<file path="config.mk">
export PLATFORM = sky130hd
export DESIGN_NAME = abc_sweep
export DESIGN_NICKNAME = d
export VERILOG_FILES = /design/src/rtl/abc_sweep_pkg.sv /design/src/rtl/abc_sweep_settle_counter.sv /design/src/rtl/abc_sweep.sv
export SDC_FILE = /design/constraint.sdc
export NUM_CORES = 1
export LEC_CHECK = 0
export BUFFER_PORTS_ARGS = -buffer_cell sky130_fd_sc_hd__buf_4
export CAP_MARGIN = 0
export CORE_UTILIZATION = 51
export CTS_BUF_LIST = sky130_fd_sc_hd__clkbuf_4 sky130_fd_sc_hd__clkbuf_8 sky130_fd_sc_hd__clkbuf_16
export DETAILED_ROUTE_END_ITERATION = 10
export PLACE_DENSITY = 0.75
export SLEW_MARGIN = 20
export SYNTH_ARGS = -nofsm -noshare
export SYNTH_HDL_FRONTEND = slang
export SYNTH_SLANG_ARGS = --single-unit
export TNS_END_PERCENT = 100
</file>
<file path="constraint.sdc">
create_clock -name clk -period 3.6 [get_ports clk]
set_input_delay 0.18 -clock clk [delete_from_list [all_inputs] [get_ports clk]]
set_output_delay 0.18 -clock clk [all_outputs]
set_load 0.03 [all_outputs]
</file>
<file path="src/rtl/abc_sweep_pkg.sv">
// Shared types and constants for the abc_sweep exhaustive truth-table sweeper.
package abc_sweep_pkg;

  typedef enum logic [1:0] {
    ST_IDLE,
    ST_SETTLE,
    ST_DONE
  } state_t;

  localparam int SETTLE_W = 4;

  // Golden table of y = a~b + ~b~c + ~abc, bit i at {a,b,c} = i
  localparam logic [7:0] EXPECTED_DEFAULT = 8'h39;

  function automatic logic [3:0] popcount8(input logic [7:0] v);
    logic [3:0] n;
    n = '0;
    for (int i = 0; i < 8; i++) n = n + {3'b000, v[i]};
    return n;
  endfunction

endpackage

</file>
<file path="src/rtl/abc_sweep_settle_counter.sv">
// Per-vector settle timer: counts up while enabled, flags the sample cycle.
module settle_counter
  import abc_sweep_pkg::*;
#(
  parameter int SETTLE = 1
) (
  input  logic clk,
  input  logic reset,
  input  logic clr,
  input  logic en,
  output logic tc
);

  logic [SETTLE_W-1:0] count;

  always_ff @(posedge clk) begin
    if (reset || clr) count <= '0;
    else if (en)      count <= count + SETTLE_W'(1);
  end

  assign tc = (count == SETTLE_W'(SETTLE - 1));

endmodule

</file>
<file path="src/rtl/abc_sweep.sv">
// Drives every {a,b,c} vector into an external function block, captures y
// into an 8-bit truth table and compares it against a golden table.
//
// state     | meaning
// ----------+-------------------------------------------------------------
// ST_IDLE   | waiting for start; a,b,c = 0
// ST_SETTLE | holding vector {a,b,c} = index, y sampled on the last cycle
// ST_DONE   | one-cycle done pulse, pass/err_count already valid
module abc_sweep
  import abc_sweep_pkg::*;
#(
  parameter int         SETTLE   = 1,
  parameter logic [7:0] EXPECTED = EXPECTED_DEFAULT
) (
  input  logic       clk,
  input  logic       reset,
  input  logic       start,
  input  logic       y,
  output logic       a,
  output logic       b,
  output logic       c,
  output logic       busy,
  output logic       done,
  output logic [7:0] y_table,
  output logic       pass,
  output logic [3:0] err_count
);

  state_t     state;
  logic [2:0] index;
  logic       tc;
  logic       cnt_en;
  logic       cnt_clr;
  logic [7:0] table_next;

  assign cnt_en  = (state == ST_SETTLE);
  assign cnt_clr = !cnt_en || tc;

  settle_counter #(.SETTLE(SETTLE)) u_settle (
    .clk   (clk),
    .reset (reset),
    .clr   (cnt_clr),
    .en    (cnt_en),
    .tc    (tc)
  );

  // Table including this cycle's sample, so pass/err_count land with done
  always_comb begin
    table_next        = y_table;
    table_next[index] = y;
  end

  always_ff @(posedge clk) begin
    if (reset) begin
      state     <= ST_IDLE;
      index     <= '0;
      {a, b, c} <= 3'b000;
      busy      <= 1'b0;
      done      <= 1'b0;
      y_table   <= '0;
      pass      <= 1'b0;
      err_count <= '0;
    end else begin
      case (state)
        ST_IDLE: begin
          done <= 1'b0;
          if (start) begin
            state     <= ST_SETTLE;
            index     <= '0;
            {a, b, c} <= 3'b000;
            busy      <= 1'b1;
            pass      <= 1'b0;
            err_count <= '0;
          end
        end
        ST_SETTLE: begin
          if (tc) begin
            y_table <= table_next;
            if (index == 3'd7) begin
              state     <= ST_DONE;
              index     <= '0;
              {a, b, c} <= 3'b000;
              busy      <= 1'b0;
              done      <= 1'b1;
              pass      <= (table_next == EXPECTED);
              err_count <= popcount8(table_next ^ EXPECTED);
            end else begin
              index     <= index + 3'd1;
              {a, b, c} <= index + 3'd1;
            end
          end
        end
        ST_DONE: begin
          done  <= 1'b0;
          state <= ST_IDLE;
        end
        default: state <= ST_IDLE;
      endcase
    end
  end

endmodule

</file>
==> results of run 1 <==
-- cell families after synthesis --
group	share of synthesized area, %
AND/OR/NAND/NOR	24.3
AO/OA/AOI/OAI	16.4
buffers and inverters	7.36
flip-flops	31.8
adder cells (fa/ha/maj)	11.1
multiplexers	6.78
XOR/XNOR	2.32
-- cell usage after synthesis (2+ instances only) --
cell / instances
clkbuf_1: 4
or4_1: 3
xor2_1: 4
a21oi_1: 11
nand4b_1: 4
o21ai_0: 6
or3b_2: 2
fa_1: 4
nand3b_1: 3
a211oi_1: 7
inv_1: 12
dfxtp_1: 24
nand3_1: 3
clkbuf_2: 2
nand2b_1: 3
mux2_2: 2
buf_2: 6
mux2i_1: 8
nor2_1: 17
o21bai_1: 4
nand2_1: 7
nor2b_1: 5
ha_1: 7
and2_2: 2
nor3_1: 2
-- through the flow --
step	hold WS [ps]	power (W)	cell area, um2	cells	setup WS, ps
floorplan	353	0.000409	1590	170	-113
global placement	442	0.000446	1740	217	-34.2
detailed placement	457	0.000452	1740	217	-104
CTS	139	0.000600	1810	224	-78.7
global route	174	0.000635	1830	225	-258
finish	145	0.000598	1830	225	-91.4
-- flip-flops by register name, summed over array words and instances, names as in the netlist --
name and flops:
pass 1, done 1, busy 1, a 1
err_count 4, y_table 8, u_settle.count 4, state 2
index 2
-- layer usage --
metal	up-vias	track usage (%)
met5	-	0
met4	0	6.97
met3	5	2.30
met2	18	36.8
met1	606	27.6
li1	648	-
-- worst max-delay path by stage --
stage                     startpoint      endpoint  slack, ps  cells past startpoint
after floorplan                    a  err_count[2]       -110                     16
after global placement             a  err_count[2]        -30                     15
after detailed placement           a  err_count[2]       -100                     15
after CTS                          a  err_count[1]        -80                     14
after global routing               a  err_count[1]       -260                     14
final                              a  err_count[1]        -90                     14
-- critical path: cells and delay by family, from the launching register on --
kind	cells	cell delay, ps
multiplexers	1	170
adder cells (fa/ha/maj)	5	2090
flip-flops	1	390
AO/OA/AOI/OAI	1	150
buffers and inverters	4	200
AND/OR/NAND/NOR	3	650
-- power by group --
group          internal [W]  switching, W
sequential         0.000275     0.0000128
clock             0.0000618     0.0000835
combinational     0.0000732     0.0000919
total              0.000410      0.000188
-- final cells by class --
cell class	count	share of cell area, %
well taps	31	2.12
clock buffers	4	1.99
flip-flops and latches	24	26.9
repair buffers	33	13.6
inverters	12	2.47
multi-input cells	121	52.9
-- repair_timing --
action,CTS,global route
pin swaps,1,3
setup buffers,3,1
cloned,0,0
endpoints found under the setup margin,2,2
resized for setup,2,1
==> run_results.csv, run 1 <==
group,metric,value,unit
outcome,status,"complete, but fails checks",
outcome,failed_checks,"negative setup slack",
timing,finalHoldViolations,0,
yosys,netlist_area,1510,um2
timing,rsz0062_at_grt,"true",
finish,fin_util,65.7,%
clocking,root_buffer,"clkbuf_4",
timing,timing.fmax,0.271,GHz
global_route,grtUsageTotal,21.3,%
clocking,cts_tree,"built",
finish,drive_gt1_share,30.4,%
die,fp-row-count,19,
finish,diodes,0,
finish,fin_nets,210,
power,power_density,327,nW/um2
clocking,cts_inserted_buffers,3,
yosys,avgSynthCellArea,8.90,um2
clocking,htree_num_levels,1,
route,drc,0,
global_route,overflow,0,
finish,fillerInstances,242,
yosys,syn_inst,170,
finish,final_cell_mix,"buf_4 (33), dfxtp_1 (21), nor2_1 (15), inv_1 (11), a21oi_1 (11)",
critical_path,crit_chain,"nor2_4 > nand2_2 > mux2i_2 > fa_1 > inv_1 > fa_1 > inv_1 > fa_1 > inv_1 > ha_2 > inv_2 > fa_2 > or4_1 > a21oi_1",
critical_path,crit_path_start_kind,"register",
yosys,synth_seq_cells,24,
timing,setup_tns,-164,ps
yosys,synth.area.top_cells,"dfxtp_1 (32%), ha_1 (5.8%), fa_1 (5.3%), mux2i_1 (5.3%), nor2_1 (4.2%)",
timing,clock_skew,3.70,ps
route,wl_met3,75,um
placed_design,dp_hpwl,2340,um
clocking,clk_path_buf_depth,2,
timing,finalCriticalPeriod,3690,ps
timing,tightestPinTransition,458,ps
die,die_y,56.5,um
power,power_leakage,0.789,nW
die,dieArea,3190,um2
timing,fin_crit_sh,103,%
critical_path,worstSetupEndpointType,"register",
yosys,synth_edf_count,0,
critical_path,reg2reg_depth,14,
die,start_util,54.4,%
global_route,grt_pass1_wl,5400,um
timing,slew_viol_final,0,
route,wirelength,3170,um
timing,relSlewSlack,69.4,%
hold_path,hp-class,"in2reg",
critical_path,timing.rr.start,"a",
clocking,clock_latency,320,ps
route,vias,1277,
critical_path,slowest_stage,"fa_1",
route,viasPerCell,5.68,
clocking,cts_hold_buf,0,
route,wl_per_cell,14.1,um
yosys,synth_fp_nets,185,
finish,synthToLayoutAreaGrowth,20.8,%
critical_path,r2r-end,"err_count[1]",
critical_path,crit_type,"reg2reg",
route,drtIter0Drc,86,
hold_path,hold_depth,3,
timing,fin_ws,-91.4,ps
route,wl_met1,1440,um
die,pin_count,22,
placed_design,port-buffer-count,21,
die,core,2780,um2
critical_path,critPathArrivalTime,3950,ps
critical_path,path_max_fanout,5,
critical_path,max_stage_delay,550,ps
route,top_layer,"met4",
yosys,seq_area_frac_synth,31.8,%
critical_path,required,3860,ps
timing,setup_viol,2,
route,ant_nets,0,
finish,seq_area,492,um2
power,ir_drop,0.000271,V
clocking,clkTransAtPathRegs,130,ps
hold_path,min_from,"start",
global_route,grt_max_degree,22,
critical_path,rrSetupSlack,-90,ps
placed_design,place_congestion,0.797,
route,wl_met2,1610,um
yosys,synth_top_area_share,31.8,%
yosys,ys_types,43,
hold_path,holdPathEnd,"state[0]",
clocking,cts.sinks,24,
yosys,ys_warn_count,0,
job,cap_violations,0,
finish,multi_input_area,967,um2
yosys,synth_top_cell_by_area,"dfxtp_1",
finish,final_common_cell,"buf_4",
die,die_x,56.5,um
yosys,synth_ff_type,"dfxtp_1",
yosys,synthArstFlopShare,0,%
global_route,antenna_found_initial,0,
route,drt_pass1_iterations,4,
global_route,grt_pass1_vias,1182,
No activity file was read; power rests on OpenSTA's default activity.
==> run 2: changes to the inputs <==
--- a/config.mk
+++ b/config.mk
@@ -7,10 +7,10 @@
 export LEC_CHECK = 0
 export BUFFER_PORTS_ARGS = -buffer_cell sky130_fd_sc_hd__buf_4
 export CAP_MARGIN = 0
-export CORE_UTILIZATION = 51
+export CORE_UTILIZATION = 55
 export CTS_BUF_LIST = sky130_fd_sc_hd__clkbuf_4 sky130_fd_sc_hd__clkbuf_8 sky130_fd_sc_hd__clkbuf_16
 export DETAILED_ROUTE_END_ITERATION = 10
-export PLACE_DENSITY = 0.75
+export PLACE_DENSITY_LB_ADDON = 0.08
 export SLEW_MARGIN = 20
 export SYNTH_ARGS = -nofsm -noshare
 export SYNTH_HDL_FRONTEND = slang
==> constraint.sdc (replaced) <==
create_clock -name clk -period 4 [get_ports clk]
set_input_delay 0.2 -clock clk [delete_from_list [all_inputs] [get_ports clk]]
set_output_delay 0.2 -clock clk [all_outputs]
set_load 0.03 [all_outputs]
==> run_results.csv, run 2 (synthesis results as in run 1) <==
group,metric,value,unit
clocking,cts_hold_buf,0,
power,power_leakage,0.757,nW
finish,seq_area,489,um2
die,fp-row-count,18,
clocking,clk_path_buf_depth,2,
finish,final_common_cell,"buf_4",
die,core,2540,um2
finish,reg_top3,"y_table (8), err_count (4), u_settle.count (4)",
power,ir_drop,0.000311,V
die,die_y,54.4,um
placed_design,port-buffer-count,21,
route,drt_pass1_iterations,4,
power,total_power,0.000580,W
critical_path,crit_path_start,"index[1]",
timing,relSlewSlack,68.7,%
power,power_density,324,nW/um2
critical_path,slowest_stage,"or4_4",
timing,fin_crit_sh,94.3,%
hold_path,hp-class,"in2reg",
critical_path,reg2reg_depth,13,
timing,clock_skew,6.06,ps
critical_path,crit_cells,13,
critical_path,timing.rr.start,"index[1]",
die,pin_count,22,
timing,finalHoldViolations,0,
timing,timing.fmax,0.265,GHz
critical_path,endpoint,"err_count[1]",
timing,setup_viol,0,
finish,top_register,"y_table",
route,viasPerCell,5.80,
global_route,grt_pass1_vias,1041,
route,wl_per_cell,15.0,um
global_route,antenna_found_initial,0,
global_route,grtUsageTotal,22.8,%
finish,drive_gt1_share,28.3,%
critical_path,rrSetupSlack,230,ps
critical_path,worstSetupEndpointType,"register",
finish,multi_input_area,976,um2
job,cap_violations,0,
clocking,htree_num_levels,1,
critical_path,crit_chain,"nand3_1 > mux2i_2 > fa_1 > inv_1 > fa_1 > inv_1 > fa_1 > inv_1 > ha_2 > inv_1 > fa_1 > or4_4 > a21oi_2",
timing,finalCriticalPeriod,3770,ps
route,drc,0,
outcome,status,"complete, no violations",
critical_path,required,4270,ps
finish,fillerInstances,220,
global_route,overflow,0,
route,vias,1258,
clocking,root_buffer,"clkbuf_4",
finish,fin_nets,203,
finish,diodes,0,
route,ant_nets,0,
critical_path,r2r-end,"err_count[1]",
finish,largest_reg_flops,8,
global_route,grt_pass1_wl,4820,um
clocking,clock_latency,320,ps
clocking,cts_tree,"built",
clocking,clkTransAtPathRegs,150,ps
critical_path,max_stage_delay,520,ps
route,drtIter0Drc,28,
timing,tightestPinTransition,469,ps
global_route,grt_max_degree,22,
timing,slew_viol_final,0,
die,dieArea,2960,um2
route,wirelength,3250,um
critical_path,crit_type,"reg2reg",
critical_path,critPathArrivalTime,4040,ps
clocking,cts_inserted_buffers,3,
finish,final_cell_mix,"buf_4 (25), dfxtp_1 (21), nor2_1 (15), inv_1 (12), a21oi_1 (10)",
critical_path,crit_path_start_kind,"register",
placed_design,dp_hpwl,2300,um
die,die_x,54.4,um
finish,synthToLayoutAreaGrowth,18.5,%
critical_path,path_max_fanout,12,
timing,rsz0062_at_grt,"false",
timing,setup_tns,0,ps
die,start_util,59.4,%
placed_design,place_congestion,0.841,
critical_path,path_delay_family,"adder cells",
clocking,cts.sinks,24,
critical_path,path_buf_inv,4,
[run 2: through the flow]
stage	hold WS (ps)	cells	setup WS [ps]	util [%]	instance area [um2]
5_1_grt	161	217	6.49	70.5	1790
3_3_place_gp	444	211	206	65.5	1670
3_5_place_dp	468	211	205	65.5	1670
6_report	166	217	230	70.5	1790
4_1_cts	162	215	148	67.6	1720
2_1_floorplan	373	170	21.3	-	1520
[run 2: final cells by class]
type	instances	area share, %
Inverter	12	2.51
Sequential cell	24	27.3
Clock inverter	1	1.67
Timing Repair Buffer	26	10.7
Tap cell	30	2.09
Clock buffer	3	1.26
Multi-Input combinational cell	121	54.4
[run 2: worst min path at each step]
stage,startpoint,to,slack [ps],cells past startpoint
after floorplan,start,state[0],370,2
after global placement,u_settle.count[0],u_settle.count[0],440,1
after detailed placement,err_count[0],err_count[0],470,2
after CTS,start,state[0],160,3
after global routing,start,state[0],160,3
final,start,state[0],170,3
[run 2: power by group]
part | total, W | internal [W] | switching, W
combinational | 0.000137 | 0.0000589 | 0.0000783
clock | 0.000181 | 0.000101 | 0.0000794
sequential | 0.000262 | 0.000248 | 0.0000145
total | 0.000580 | 0.000408 | 0.000172
[run 2: repair_timing]
action,in CTS,in global routing
endpoints found under the setup margin,0,2
buffers inserted,0,2
endpoints found under the hold margin,0,0
resized for setup,0,15
[run 2: worst register-to-register path, stage by stage, from the launching register on]
cell,delay [ps]
dfxtp_2,490
nand3_1,150
mux2i_2,200
fa_1,510
inv_1,50
fa_1,470
inv_1,50
fa_1,500
inv_1,40
ha_2,160
inv_1,60
fa_1,410
or4_4,520
a21oi_2,120
[run 2: routing by layer]
layer	vias to the layer above	wire length [um]	GRT usage, %
met1	599	1570	34.0
met2	24	1540	33.7
met5	-	0	0
met4	0	15	7.69
li1	633	-	-
met3	2	120	2.50
==> run 3: changes to the inputs <==
--- a/config.mk
+++ b/config.mk
@@ -14,5 +14,6 @@
 export SLEW_MARGIN = 20
 export SYNTH_ARGS = -nofsm -noshare
 export SYNTH_HDL_FRONTEND = slang
+export SYNTH_HIERARCHICAL = 1
 export SYNTH_SLANG_ARGS = --single-unit
 export TNS_END_PERCENT = 100
==> run_results.csv, run 3 <==
group,metric,value,unit
placed_design,dp_hpwl,2090,um
yosys,synth_ff_type,"dfxtp_1",
global_route,grt_pass1_vias,1010,
yosys,avgSynthCellArea,8.81,um2
critical_path,worstSetupEndpointType,"register",
critical_path,critPathArrivalTime,3950,ps
die,die_y,52.8,um
route,viasPerCell,5.60,
die,start_util,57.7,%
critical_path,max_stage_delay,610,ps
yosys,seq_area_frac_synth,33.9,%
yosys,synth.area.top_cells,"dfxtp_1 (34%), ha_1 (6.2%), fa_1 (5.6%), mux2i_1 (5.6%), nor2_1 (5.6%)",
global_route,grt_max_degree,24,
route,drt_pass1_iterations,4,
yosys,netlist_area,1420,um2
route,ant_nets,0,
critical_path,crit_path_start,"a",
hold_path,hp-class,"in2reg",
yosys,synth_most_common_cell,"dfxtp_1",
finish,fin_nets,195,
finish,fin_util,65.3,%
finish,drive_gt1_share,17.4,%
clocking,cts_inserted_buffers,3,
clocking,cts_tree,"built",
timing,clock_skew,2.56,ps
clocking,clock_latency,310,ps
finish,largest_reg_flops,8,
route,vias,1164,
die,die_x,52.8,um
power,power_leakage,0.714,nW
route,drc,0,
finish,diodes,0,
placed_design,place_congestion,0.862,
timing,tightestPinTransition,638,ps
critical_path,required,4210,ps
yosys,synth_fp_nets,176,
yosys,synth_seq_cells,24,
route,wl_per_cell,13.5,um
critical_path,path_delay_family,"adder cells",
yosys,ys_types,38,
timing,finalHoldViolations,0,
critical_path,path_max_fanout,15,
clocking,clkTransAtPathRegs,120,ps
timing,fin_crit_sh,93.6,%
critical_path,timing.rr.start,"a",
critical_path,endpoint,"err_count[1]",
die,fp-row-count,18,
timing,rsz0062_at_grt,"false",
outcome,status,"complete, no violations",
finish,top_register,"y_table",
timing,setup_tns,0,ps
critical_path,crit_path_start_kind,"register",
clocking,cts_hold_buf,0,
critical_path,crit_type,"reg2reg",
timing,hold_slack,135,ps
critical_path,slowest_stage,"dfxtp_1",
finish,final_cell_mix,"dfxtp_1 (23), buf_4 (23), nor2_1 (21), inv_1 (12), a21oi_1 (10)",
yosys,synth_commonest_cells,"dfxtp_1 (24), nor2_1 (21), inv_1 (12), a21oi_1 (10), nand2_1 (9)",
global_route,overflow,0,
power,ir_drop,0.000201,V
critical_path,path_buf_inv,4,
timing,finalCriticalPeriod,3740,ps
yosys,syn_inst,161,
clocking,htree_num_levels,1,
yosys,ys_warn_count,6,
route,drtIter0Drc,18,
global_route,grtUsageTotal,22.9,%
clocking,cts.sinks,24,
die,pin_count,22,
die,core,2450,um2
job,cap_violations,0,
clocking,root_buffer,"clkbuf_4",
finish,reg_top3,"y_table (8), err_count (4), u_settle/count (4)",
clocking,clk_path_buf_depth,2,
timing,relSlewSlack,57.4,%
yosys,synth_top_cell_by_area,"dfxtp_1",
finish,synthToLayoutAreaGrowth,13.2,%
placed_design,port-buffer-count,21,
critical_path,rrSetupSlack,260,ps
critical_path,reg2reg_depth,15,
global_route,grt_pass1_wl,4620,um
yosys,synth_edf_count,0,
timing,slew_viol_final,0,
timing,timing.fmax,0.267,GHz
critical_path,r2r-end,"err_count[1]",
die,dieArea,2780,um2
critical_path,crit_cells,15,
critical_path,crit_chain,"nor2_1 > nand2_1 > mux2i_1 > fa_1 > inv_1 > fa_1 > inv_1 > fa_1 > inv_1 > ha_1 > inv_1 > fa_1 > nor2_1 > a21oi_1 > nor2_1",
yosys,synthArstFlopShare,0,%
yosys,synth_top_area_share,33.9,%
global_route,antenna_found_initial,0,
power,power_density,302,nW/um2
route,wirelength,2800,um
timing,setup_viol,0,
-- run 3: timing repair --
item	in CTS	in global routing
endpoints found under the setup margin	0	1
endpoints found under the hold margin	0	0
setup buffers	0	1
gates resized for setup	0	1
-- run 3: layer usage --
layer  vias to the layer above  wire (um)  global-route usage [%]
li1                        601          -                       -
met3                         2         78                    3.77
met1                       541       1450                    32.6
met4                         0         12                    6.14
met5                         -          0                       0
met2                        20       1260                    35.4
-- run 3: report_power, final --
group          leakage (nW)  internal [W]  switching, W
Clock                0.0138     0.0000352     0.0000695
Sequential            0.196      0.000247     0.0000102
Combinational         0.504     0.0000515     0.0000715
-- run 3: per-stage QoR --
stage / total power [W] / cells / cell area (um2) / setup slack (ps)
finish: 0.000485 / 208 / 1600 / 255
global route: 0.000515 / 208 / 1600 / 2.56
CTS: 0.000487 / 207 / 1600 / 224
detailed placement: 0.000382 / 204 / 1570 / 268
global placement: 0.000378 / 204 / 1570 / 347
floorplan: 0.000351 / 161 / 1420 / 339
-- run 3: final cells by class --
cell class                 instances  area, um2
clock buffer                       3       22.5
inverter                          12       45.0
sequential                        24        482
timing repair buffer              23        173
multi-input combinational        116        845
fill                             211        851
tap                               30       37.5
-- run 3: worst min-delay path by stage --
stage / start / end / slack (ps) / cells past startpoint
3_5_place_dp: pass / pass / 450 / 2
5_1_grt: start / state[0] / 120 / 2
4_1_cts: start / state[0] / 130 / 2
2_1_floorplan: start / state[0] / 340 / 1
3_3_place_gp: pass / pass / 440 / 2
6_report: start / state[0] / 130 / 2
-- run 3: cell families after synthesis --
group,after synthesis,synth area share [%]
compound gates,32,15.1
xor+xnor,2,1.24
fa+ha+maj,11,11.8
buf+inv,21,6.53
flops,24,33.9
mux,10,7.24
simple gates,61,24.2
